**src/rtl/vga_pkg.sv**
```systemverilog
// Shared defaults and helpers for the VGA scanout block.
package vga_pkg;

  localparam int unsigned BPC_DEFAULT = 4;
  localparam int unsigned HW_DEFAULT  = 12;
  localparam int unsigned VW_DEFAULT  = 12;

  // Level driven on hsync/vsync during the sync pulse.
  localparam logic SYNC_ACTIVE = 1'b0;

  function automatic logic axis_cfg_ok(input int unsigned size, input int unsigned porch,
                                       input int unsigned synch, input int unsigned raw);
    return (size != 0) && (size < porch) && (porch < synch) && (synch < raw);
  endfunction

endpackage

```
**src/rtl/vga_axis_counter.sv**
```systemverilog
// One timing axis: position counter with wrap, plus active/sync/last decode of the next position.
module vga_axis_counter
  import vga_pkg::*;
#(
  parameter int unsigned W = 12
) (
  input  logic         clk,
  input  logic         reset,
  input  logic         run,
  input  logic         step,
  input  logic [W-1:0] raw,
  input  logic [W-1:0] dec_size,
  input  logic [W-1:0] dec_porch,
  input  logic [W-1:0] dec_synch,
  input  logic [W-1:0] dec_raw,
  output logic         last,
  output logic         active_nxt,
  output logic         sync_nxt,
  output logic         last_nxt
);

  logic [W-1:0] pos_q, pos_d;

  assign last = (pos_q == raw - 1'b1);

  always_comb begin
    pos_d = pos_q;
    if (!run) begin
      pos_d = '0;
    end else if (step) begin
      pos_d = last ? '0 : pos_q + 1'b1;
    end
  end

  always_ff @(posedge clk) begin
    if (reset) begin
      pos_q <= '0;
    end else begin
      pos_q <= pos_d;
    end
  end

  // Decode against the config that will be in force when pos_d becomes current.
  assign active_nxt = (pos_d < dec_size);
  assign sync_nxt   = ((pos_d >= dec_porch) && (pos_d < dec_synch)) ? SYNC_ACTIVE : ~SYNC_ACTIVE;
  assign last_nxt   = (pos_d == dec_raw - 1'b1);

endmodule

```
**src/rtl/vga_scanout.sv**
```systemverilog
// VGA scanout timing generator with frame-latched config and a two-stage pixel pipeline.
// Define VGA_SCANOUT_DE_EN to add the o_vga_de data-enable output.
module vga_scanout
  import vga_pkg::*;
#(
  parameter int unsigned BITS_PER_COLOR = BPC_DEFAULT,
  parameter int unsigned HW             = HW_DEFAULT,
  parameter int unsigned VW             = VW_DEFAULT
) (
  input  logic                        i_pixclk,
  input  logic                        i_reset,
  input  logic [HW-1:0]               i_hm_width,
  input  logic [HW-1:0]               i_hm_porch,
  input  logic [HW-1:0]               i_hm_synch,
  input  logic [HW-1:0]               i_hm_raw,
  input  logic [VW-1:0]               i_vm_height,
  input  logic [VW-1:0]               i_vm_porch,
  input  logic [VW-1:0]               i_vm_synch,
  input  logic [VW-1:0]               i_vm_raw,
  input  logic [3*BITS_PER_COLOR-1:0] i_pixel,
  output logic                        o_rd,
  output logic                        o_newline,
  output logic                        o_newframe,
  output logic                        o_vga_hsync,
  output logic                        o_vga_vsync,
  output logic [BITS_PER_COLOR-1:0]   o_vga_red,
  output logic [BITS_PER_COLOR-1:0]   o_vga_green,
  output logic [BITS_PER_COLOR-1:0]   o_vga_blue,
  output logic                        o_err
`ifdef VGA_SCANOUT_DE_EN
  ,
  output logic                        o_vga_de
`endif
);

  localparam int unsigned BPC = BITS_PER_COLOR;

  logic [HW-1:0] hm_width_q, hm_porch_q, hm_synch_q, hm_raw_q;
  logic [HW-1:0] hm_width_d, hm_porch_d, hm_synch_d, hm_raw_d;
  logic [VW-1:0] vm_height_q, vm_porch_q, vm_synch_q, vm_raw_q;
  logic [VW-1:0] vm_height_d, vm_porch_d, vm_synch_d, vm_raw_d;

  logic cfg_ok, cfg_ok_d, cfg_latch, frame_end, run, go;
  logic h_last, h_active_nxt, h_sync_nxt, h_last_nxt;
  logic v_last, v_active_nxt, v_sync_nxt, v_last_nxt;

  assign cfg_ok = axis_cfg_ok(32'(hm_width_q), 32'(hm_porch_q), 32'(hm_synch_q), 32'(hm_raw_q))
               && axis_cfg_ok(32'(vm_height_q), 32'(vm_porch_q), 32'(vm_synch_q),
                              32'(vm_raw_q));

  assign frame_end = cfg_ok & h_last & v_last;
  // An invalid shadow reloads every cycle so a corrected config is picked up without a reset.
  assign cfg_latch = i_reset | ~cfg_ok | frame_end;

  always_comb begin
    hm_width_d  = hm_width_q;
    hm_porch_d  = hm_porch_q;
    hm_synch_d  = hm_synch_q;
    hm_raw_d    = hm_raw_q;
    vm_height_d = vm_height_q;
    vm_porch_d  = vm_porch_q;
    vm_synch_d  = vm_synch_q;
    vm_raw_d    = vm_raw_q;
    if (cfg_latch) begin
      hm_width_d  = i_hm_width;
      hm_porch_d  = i_hm_porch;
      hm_synch_d  = i_hm_synch;
      hm_raw_d    = i_hm_raw;
      vm_height_d = i_vm_height;
      vm_porch_d  = i_vm_porch;
      vm_synch_d  = i_vm_synch;
      vm_raw_d    = i_vm_raw;
    end
  end

  assign cfg_ok_d = axis_cfg_ok(32'(hm_width_d), 32'(hm_porch_d), 32'(hm_synch_d), 32'(hm_raw_d))
                 && axis_cfg_ok(32'(vm_height_d), 32'(vm_porch_d), 32'(vm_synch_d),
                                32'(vm_raw_d));

  always_ff @(posedge i_pixclk) begin
    hm_width_q  <= hm_width_d;
    hm_porch_q  <= hm_porch_d;
    hm_synch_q  <= hm_synch_d;
    hm_raw_q    <= hm_raw_d;
    vm_height_q <= vm_height_d;
    vm_porch_q  <= vm_porch_d;
    vm_synch_q  <= vm_synch_d;
    vm_raw_q    <= vm_raw_d;
  end

  assign run = cfg_ok & ~i_reset;
  assign go  = cfg_ok_d & ~i_reset;

  vga_axis_counter #(
    .W (HW)
  ) u_h_axis (
    .clk        (i_pixclk),
    .reset      (i_reset),
    .run        (run),
    .step       (1'b1),
    .raw        (hm_raw_q),
    .dec_size   (hm_width_d),
    .dec_porch  (hm_porch_d),
    .dec_synch  (hm_synch_d),
    .dec_raw    (hm_raw_d),
    .last       (h_last),
    .active_nxt (h_active_nxt),
    .sync_nxt   (h_sync_nxt),
    .last_nxt   (h_last_nxt)
  );

  vga_axis_counter #(
    .W (VW)
  ) u_v_axis (
    .clk        (i_pixclk),
    .reset      (i_reset),
    .run        (run),
    .step       (h_last),
    .raw        (vm_raw_q),
    .dec_size   (vm_height_d),
    .dec_porch  (vm_porch_d),
    .dec_synch  (vm_synch_d),
    .dec_raw    (vm_raw_d),
    .last       (v_last),
    .active_nxt (v_active_nxt),
    .sync_nxt   (v_sync_nxt),
    .last_nxt   (v_last_nxt)
  );

  // Stage 0 is aligned with the counters; stage 2 drives the pins.
  logic           rd_q, newline_q, newframe_q;
  logic           hs0_q, vs0_q, hs1_q, vs1_q, hs2_q, vs2_q;
  logic           act1_q;
  logic [3*BPC-1:0] rgb_q;

  always_ff @(posedge i_pixclk) begin
    if (i_reset) begin
      rd_q       <= 1'b0;
      newline_q  <= 1'b0;
      newframe_q <= 1'b0;
      hs0_q      <= ~SYNC_ACTIVE;
      vs0_q      <= ~SYNC_ACTIVE;
      hs1_q      <= ~SYNC_ACTIVE;
      vs1_q      <= ~SYNC_ACTIVE;
      hs2_q      <= ~SYNC_ACTIVE;
      vs2_q      <= ~SYNC_ACTIVE;
      act1_q     <= 1'b0;
      rgb_q      <= '0;
    end else begin
      rd_q       <= go & h_active_nxt & v_active_nxt;
      newline_q  <= go & h_last_nxt;
      newframe_q <= go & h_last_nxt & v_last_nxt;
      hs0_q      <= go ? h_sync_nxt : ~SYNC_ACTIVE;
      vs0_q      <= go ? v_sync_nxt : ~SYNC_ACTIVE;
      hs1_q      <= hs0_q;
      vs1_q      <= vs0_q;
      hs2_q      <= hs1_q;
      vs2_q      <= vs1_q;
      act1_q     <= rd_q;
      rgb_q      <= act1_q ? i_pixel : '0;
    end
  end

  assign o_rd        = rd_q;
  assign o_newline   = newline_q;
  assign o_newframe  = newframe_q;
  assign o_vga_hsync = hs2_q;
  assign o_vga_vsync = vs2_q;
  assign o_vga_red   = rgb_q[3*BPC-1 -: BPC];
  assign o_vga_green = rgb_q[2*BPC-1 -: BPC];
  assign o_vga_blue  = rgb_q[BPC-1:0];
  assign o_err       = ~cfg_ok;

`ifdef VGA_SCANOUT_DE_EN
  logic de_q;

  always_ff @(posedge i_pixclk) begin
    if (i_reset) begin
      de_q <= 1'b0;
    end else begin
      de_q <= act1_q;
    end
  end

  assign o_vga_de = de_q;
`else
  // Without the data-enable pin, blanking is visible only as RGB forced to zero.
`endif

endmodule

```
**config.mk**
```make
export PLATFORM = sky130hd
export DESIGN_NAME = vga_scanout
export DESIGN_NICKNAME = d
export VERILOG_FILES = /design/src/rtl/vga_pkg.sv /design/src/rtl/vga_axis_counter.sv /design/src/rtl/vga_scanout.sv
export SDC_FILE = /design/constraint.sdc
export NUM_CORES = 1
export LEC_CHECK = 0
export BUFFER_PORTS_ARGS = -buffer_cell sky130_fd_sc_hd__buf_4
export CAP_MARGIN = 30
export CORE_MARGIN = 4
export CORE_UTILIZATION = 37
export CTS_BUF_LIST = sky130_fd_sc_hd__clkbuf_16
export CTS_CLUSTER_SIZE = 8
export DETAILED_ROUTE_END_ITERATION = 16
export MAX_ROUTING_LAYER = met4
export PLACE_DENSITY_LB_ADDON = 0.05
export REMOVE_ABC_BUFFERS = 1
export SYNTH_ARGS = -nofsm -noshare
export SYNTH_HDL_FRONTEND = slang
export SYNTH_SLANG_ARGS = --single-unit
```
**constraint.sdc**
```tcl
create_clock -name i_pixclk -period 6.1 [get_ports i_pixclk]
set_input_delay 1.22 -clock i_pixclk [delete_from_list [all_inputs] [get_ports i_pixclk]]
set_output_delay 1.22 -clock i_pixclk [all_outputs]
set_load 0.005 [all_outputs]
```
Yosys cells after proc, flatten, opt, wreduce, memory -nomap -nowiden
Index checks and enable logic that the tools add are counted.
Word-level totals
  output and inout port bits: 18
  input port bits: 110
  flip-flop bits (word level): 142
Cells by class
  reductions and logical operators: 22
  multiplexer cells: 15
  bitwise logic cells: 14
  equal/unequal tests: 4
  add/subtract/negate cells: 6
  order comparisons: 18
Operators with widths (count)
  < comparator 12 bit: 16
  2-to-1 mux 12 bit: 13
  == test 12 bit: 4
  nonzero test 12 bit: 4
  subtractor 12 x 1 -> 12 bit (second input constant): 4
  adder 12 x 1 -> 12 bit (second input constant): 2
  >= comparator 12 bit: 2
  logical AND 1 bit: 16
  bitwise AND 1 bit: 8
  NOT 1 bit: 4
  OR reduction 2 bit: 2
  2-to-1 mux 1 bit: 2
  bitwise OR 1 bit: 2

Depth between registers and ports, before layout
  depth in word-level cells: 17
  gate-level depth with buffers: 29
  mapped depth without buffers: 24

Modules after synthesis
Synthesis repeated with hierarchy kept, for this count alone.
Second synthesis, totals
  cells, all modules: 1538
  area total of the unflattened synthesis: 11965.2 µm²
Modules (own cells, without submodules)
  vga_scanout: cells each 897, seq. area each 2362.3 µm², area an instance 7262.0 µm², times used 1
  vga_axis_counter (u_h_axis): cells each 324, seq. area each 240.2 µm², area an instance 2383.5 µm², times used 1
  vga_axis_counter (u_v_axis): cells each 317, seq. area each 240.2 µm², area an instance 2319.7 µm², times used 1

Worst setup path before layout
Ideal clock, no wire load.
  path type: reg2reg
  from: reg vm_raw_q[0]
  to: reg rd_q, in the netlist o_rd
  slack: 0.173 ns
  buffers on the path: 6
  clock period less this slack: 5.927 ns
  cell stages (with the launch flop): 28
  arrival: 5.847 ns
  required time: 6.021 ns
  cells stage by stage: dfxtp_1 -> buf_2 -> inv_1 -> ha_1 -> clkbuf_2 -> nor3b_1 -> nand3_1 -> xnor2_1 -> nand4_1 -> or4_1 -> o211ai_4 -> buf_2 -> buf_2 -> buf_2 -> buf_2 -> mux2i_1 -> inv_1 -> ha_1 -> maj3_1 -> maj3_1 -> nand3_1 -> o21ai_0 -> nor3_1 -> a21oi_1 -> or4_1 -> nor4b_4 -> o2111ai_1 -> a211oi_2
On the way
  word-level cells in the longest chain between the ends: 15
  elaborated cells between the ends (all ways): 43
  classes of those cells: 1 x add/sub; 9 x order compare; 1 x eq/ne; 12 x mux; 9 x bitwise; 11 x reduce/logical
RTL lines
  start, declared: line vga_scanout.sv:40  | logic [VW-1:0] vm_height_q, vm_porch_q, vm_synch_q, vm_raw_q;
  start signal, assigned: line vga_scanout.sv:88  | vm_raw_q <= vm_raw_d;
  parallel branches: the longest is 5 deep, another holds subtractor 12 x 1 -> 12 bit
  bitwise OR 1 bit *: line vga_scanout.sv:53  | assign cfg_latch = i_reset | ~cfg_ok | frame_end;
  2-to-1 mux 12 bit *: line vga_scanout.sv:64  | if (cfg_latch) begin
  net u_v_axis.dec_size[4]: line vga_axis_counter.sv:12  | input logic [W-1:0] dec_size,
  < comparator 12 bit / nonzero test 12 bit (equally long branches): line vga_pkg.sv:13  | return (size != 0) && (size < porch) && (porch < synch) && (synch < raw);
  logical AND 1 bit (3 in series): line vga_pkg.sv:13
  logical AND 1 bit: line vga_scanout.sv:77  | && axis_cfg_ok(32'(vm_height_d), 32'(vm_porch_d), 32'(vm_synch_d),
  bitwise AND 1 bit: line vga_scanout.sv:92  | assign go = cfg_ok_d & ~i_reset;
  bitwise AND 1 bit: line vga_scanout.sv:150  | rd_q <= go & h_active_nxt & v_active_nxt;
  bitwise AND 1 bit *: line vga_scanout.sv:150
  end signal, assigned: line vga_scanout.sv:150
  end, declared: line vga_scanout.sv:131  | logic rd_q, newline_q, newframe_q;
Mark *: on every way through the listed nets, which the timed path passes.
A chain may end at the register's enable or synchronous reset.

Worst setup path after layout
  from: reg vm_raw_q[3]
  to: reg newframe_q, in the netlist o_newframe
On the way
  elaborated cells between the ends (all ways): 45
  classes of those cells: 3 x add/sub; 7 x order compare; 3 x eq/ne; 12 x mux; 9 x bitwise; 11 x reduce/logical
RTL lines
  parallel branches: the longest is 5 deep, another holds subtractor 12 x 1 -> 12 bit
  bitwise OR 1 bit *: line vga_scanout.sv:53
  2-to-1 mux 12 bit *: line vga_scanout.sv:64
  net u_v_axis.dec_synch[11]: line vga_axis_counter.sv:14  | input logic [W-1:0] dec_synch,
  < comparator 12 bit: line vga_pkg.sv:13
  logical AND 1 bit: line vga_pkg.sv:13
  logical AND 1 bit *: line vga_pkg.sv:13
  logical AND 1 bit *: line vga_scanout.sv:77
  bitwise AND 1 bit *: line vga_scanout.sv:92
  bitwise AND 1 bit * (2 in series): line vga_scanout.sv:152  | newframe_q <= go & h_last_nxt & v_last_nxt;
  end signal, assigned: line vga_scanout.sv:152
  end, declared: line vga_scanout.sv:131
Marked as above.

==> flow_summary.yaml <==
clocking:
  cts_inserted_buffers: 17
  cts-root-buf: "sky130_fd_sc_hd__clkbuf_16"
  clkSinkCount: 142
  clock_insertion_delay_worst_skew_ns: 0.46
  ctsHtreeMaxLevel: 4
  tritoncts: "done"
  clockBufferDepth: 2
  clk_transition_reported_paths_ns: 0.07
setup_path:
  critical_path_required_ns: 6.49
  crit_fanout: 33
  worstSetupPathType: "reg2reg"
  timing.critical_path.arrival_ns: 6.24
  worst_setup_path_startpoint: "vm_raw_q[3]$_DFF_P_"
  timing.reg2reg.worst_path_depth: 21
  endpoint_kind: "flip-flop"
  worst_r2r_startpoint: "vm_raw_q[3]$_DFF_P_"
  reg2reg_slack_ns: 0.26
  worst_r2r_endpoint: "o_newframe$_SDFF_PP0_"
  setup.worst_path.end: "o_newframe$_SDFF_PP0_"
  critical_path.startpoint_type: "flip-flop"
flow_run:
  drv.max_cap_violation_count: 0
placement:
  place_ws_ns: 0.170
  dp_hpwl_um: 39500
  buffer_ports.inserted: 127
  gp_congestion: 0.958
  placedInstanceArea_um2: 14700
finish:
  n_antenna_cell: 0
  area_growth_pct: 25.9
  fin_area_um2: 15500
  drive_gt1_share_pct: 19.5
  fin_nets: 2118
  fillers: 3266
  utilization_pct: 47.5
timing:
  highest_clock_rate_ghz: 0.171
  max_slew.worst_pin.slew_ns: 0.929
  min_period_ns: 5.84
  setup_viol_count_final: 0
  final_max_slew_viol_count: 0
  slew-limit-headroom_pct: 37.9
  skew_ns: 0.0161
  final-hold-violation-count: 0
  hold_ws_ns: 0.411
  timing.setup.tns_ns: 0
  post-route-period-util_pct: 95.8
  layout_setup_ws_ns: 0.258
floorplan:
  die_width_um: 190
  io_pins: 128
  design.core.area_um2: 32600
  die_area_um2: 36200
  starting_density_of_the_core_pct: 37.7
  fp.dieH_um: 190
  placementRows: 66
drt:
  postRouteWirelength_um: 47200
  dr_total_vias: 12247
  routed_wirelength_normalized_by_instance_count_um: 20.8
  drt_pass1_iterations: 5
  drc_violations: 0
  detail-route-antenna-nets: 0
  vias_per_cell: 5.41
  drtIter0Drc: 863
synth:
  synth_enable_flop_cells: 0
  postSynthAreaPerCell_um2: 7.88
  post_synth_instance_area_um2: 12300
  yosysTopAreaCellShare_pct: 23.1
  most_used_standard_cell_by_instance_count_after_synthesis: "sky130_fd_sc_hd__ha_1"
  netlist_instances: 1560
  synth_async_sr_flop_share_pct: 0
  sequential_area_share_after_synthesis_pct: 23.1
  yosysWarnings: 0
  synth.area.top_cells: "sky130_fd_sc_hd__dfxtp_1 (23%), sky130_fd_sc_hd__ha_1 (20%), sky130_fd_sc_hd__inv_1 (5.4%), sky130_fd_sc_hd__nor2_1 (4.5%), sky130_fd_sc_hd__a21oi_1 (4.2%)"
  synth_cell_type_count: 85
  synth.top_cells.by_count: "sky130_fd_sc_hd__ha_1 (200), sky130_fd_sc_hd__inv_1 (177), sky130_fd_sc_hd__nor2_1 (147)"
  synth_top_cell_by_area: "sky130_fd_sc_hd__dfxtp_1"
  synth-seq-cells: 142
  most_common_flop_cell_mapped_by_yosys: "sky130_fd_sc_hd__dfxtp_1"
pwr:
  power_density_nw_per_um2: 201
  max-vdd-ir-drop_uv: 217
  static-leakage-power_nw: 7.70
grt:
  global_route.usage.total_pct: 26.4
  antenna_violations_before_repair: 0
  overflow: 0
  number_of_global_route_vias_before_repair: 12000
  grt_max_degree: 34
  wire_length_of_the_first_global_routing_pass_um: 71200
worst_hold_path:
  hold_sp: "vs1_q$_SDFF_PP1_"
  min_path_type: "reg2reg"
run_status:
  status: "complete, no violations"
repair_timing:
action | in CTS | in global routing
gates resized for setup | 0 | 23
hold buffers | 0 | 0
setup buffers | 0 | 4
endpoints found under the setup margin | 0 | 5
cell type report:
| type | count | area (um^2) | area share, % |
|---|---|---|---|
| clock inverters | 15 | 210 | 1.36 |
| repair buffers | 276 | 2140 | 13.8 |
| clock buffers | 17 | 425 | 2.75 |
| flip-flops and latches | 142 | 2840 | 18.4 |
| well taps | 442 | 553 | 3.57 |
| inverters | 178 | 668 | 4.32 |
| multi-input cells | 1193 | 8640 | 55.8 |
state kept, by name, indices dropped and copies added, names as in the netlist:
| register | count |
|---|---|
| vs0_q | 1 |
| hm_synch_q | 12 |
| o_vga_vsync | 1 |
| hs1_q | 1 |
| o_vga_hsync | 1 |
| vm_height_q | 12 |
| act1_q | 1 |
| vs1_q | 1 |
| u_v_axis.pos_q | 12 |
| hm_porch_q | 12 |
| hm_width_q | 12 |
| hs0_q | 1 |
| hm_raw_q | 12 |
| vm_raw_q | 12 |
| o_newframe | 1 |
| u_h_axis.pos_q | 12 |
| vm_porch_q | 12 |
| o_newline | 1 |
| rgb_q | 12 |
| o_rd | 1 |
| vm_synch_q | 12 |
critical path, cell delays in order (launching register included):
cell and delay [ns]:
sky130_fd_sc_hd__dfxtp_1 0.55, sky130_fd_sc_hd__xnor2_2 0.19, sky130_fd_sc_hd__xnor2_1 0.20, sky130_fd_sc_hd__a2111oi_2 0.41, sky130_fd_sc_hd__nand4_1 0.18, sky130_fd_sc_hd__or4_4 0.61
sky130_fd_sc_hd__o211ai_4 0.27, sky130_fd_sc_hd__buf_4 0.17, sky130_fd_sc_hd__buf_12 0.19, sky130_fd_sc_hd__nor2_1 0.06, sky130_fd_sc_hd__a21oi_1 0.19, sky130_fd_sc_hd__inv_1 0.09
sky130_fd_sc_hd__ha_1 0.34, sky130_fd_sc_hd__a22oi_1 0.32, sky130_fd_sc_hd__nand3_1 0.12, sky130_fd_sc_hd__a211o_1 0.25, sky130_fd_sc_hd__a221o_1 0.26, sky130_fd_sc_hd__or4_1 0.55
sky130_fd_sc_hd__nor4b_4 0.29, sky130_fd_sc_hd__buf_4 0.17, sky130_fd_sc_hd__o2111a_1 0.18, sky130_fd_sc_hd__and4_1 0.17
power by group:
part	internal (W)	switching, W	total, W
logic	0.000394	0.000487	0.000881
registers	0.000983	0.0000573	0.00104
clock network	0.000692	0.000497	0.00119
through the flow:
stage,power [W],instances
2_1_floorplan,0.00153,1513
3_3_place_gp,0.00191,2227
3_5_place_dp,0.00192,2227
4_1_cts,0.00311,2259
5_1_grt,0.00327,2263
6_report,0.00311,2263
cells by family after synthesis:
| group | synth area share, % |
|---|---|
| fa+ha+maj | 20.8 |
| simple gates | 23.3 |
| compound gates | 17.0 |
| mux | 1.89 |
| xor+xnor | 6.40 |
| buf+inv | 7.35 |
| flops | 23.1 |
worst min-delay path by stage:
stage / to / slack (ns) / cells after the start
6_report: o_vga_vsync$_SDFF_PP1_ / 0.41 / 1
5_1_grt: o_vga_vsync$_SDFF_PP1_ / 0.42 / 1
4_1_cts: o_vga_vsync$_SDFF_PP1_ / 0.42 / 1
3_5_place_dp: o_vga_vsync$_SDFF_PP1_ / 0.40 / 1
3_3_place_gp: o_vga_hsync$_SDFF_PP1_ / 0.39 / 1
2_1_floorplan: hs1_q$_SDFF_PP1_ / 0.39 / 1
per-layer routing:
layer  wire [um]  global-route usage (%)  vias up
li1            -                       -     6052
met5           0                       -        -
met3        2210                    3.30       57
met4         830                    5.61        0
met1       23500                    37.6     5789
met2       20600                    40.4      349
cells in the final DEF, fill, tap and decap left out, types with 19 or more instances in the layout:
cell type	instances
sky130_fd_sc_hd__nor3_1	30
sky130_fd_sc_hd__inv_1	177
sky130_fd_sc_hd__buf_4	270
sky130_fd_sc_hd__o21ai_0	43
sky130_fd_sc_hd__a21o_1	49
sky130_fd_sc_hd__nand2_1	126
sky130_fd_sc_hd__and3_1	19
sky130_fd_sc_hd__nor4_1	35
sky130_fd_sc_hd__xnor2_1	54
sky130_fd_sc_hd__nand3_1	37
sky130_fd_sc_hd__dfxtp_1	142
sky130_fd_sc_hd__mux2i_1	21
sky130_fd_sc_hd__nor2_1	147
sky130_fd_sc_hd__xor2_1	33
sky130_fd_sc_hd__a21oi_1	97
sky130_fd_sc_hd__ha_1	197
sky130_fd_sc_hd__nand2b_1	20
sky130_fd_sc_hd__nand4_1	49
No activity file was read; power rests on OpenSTA's default activity.
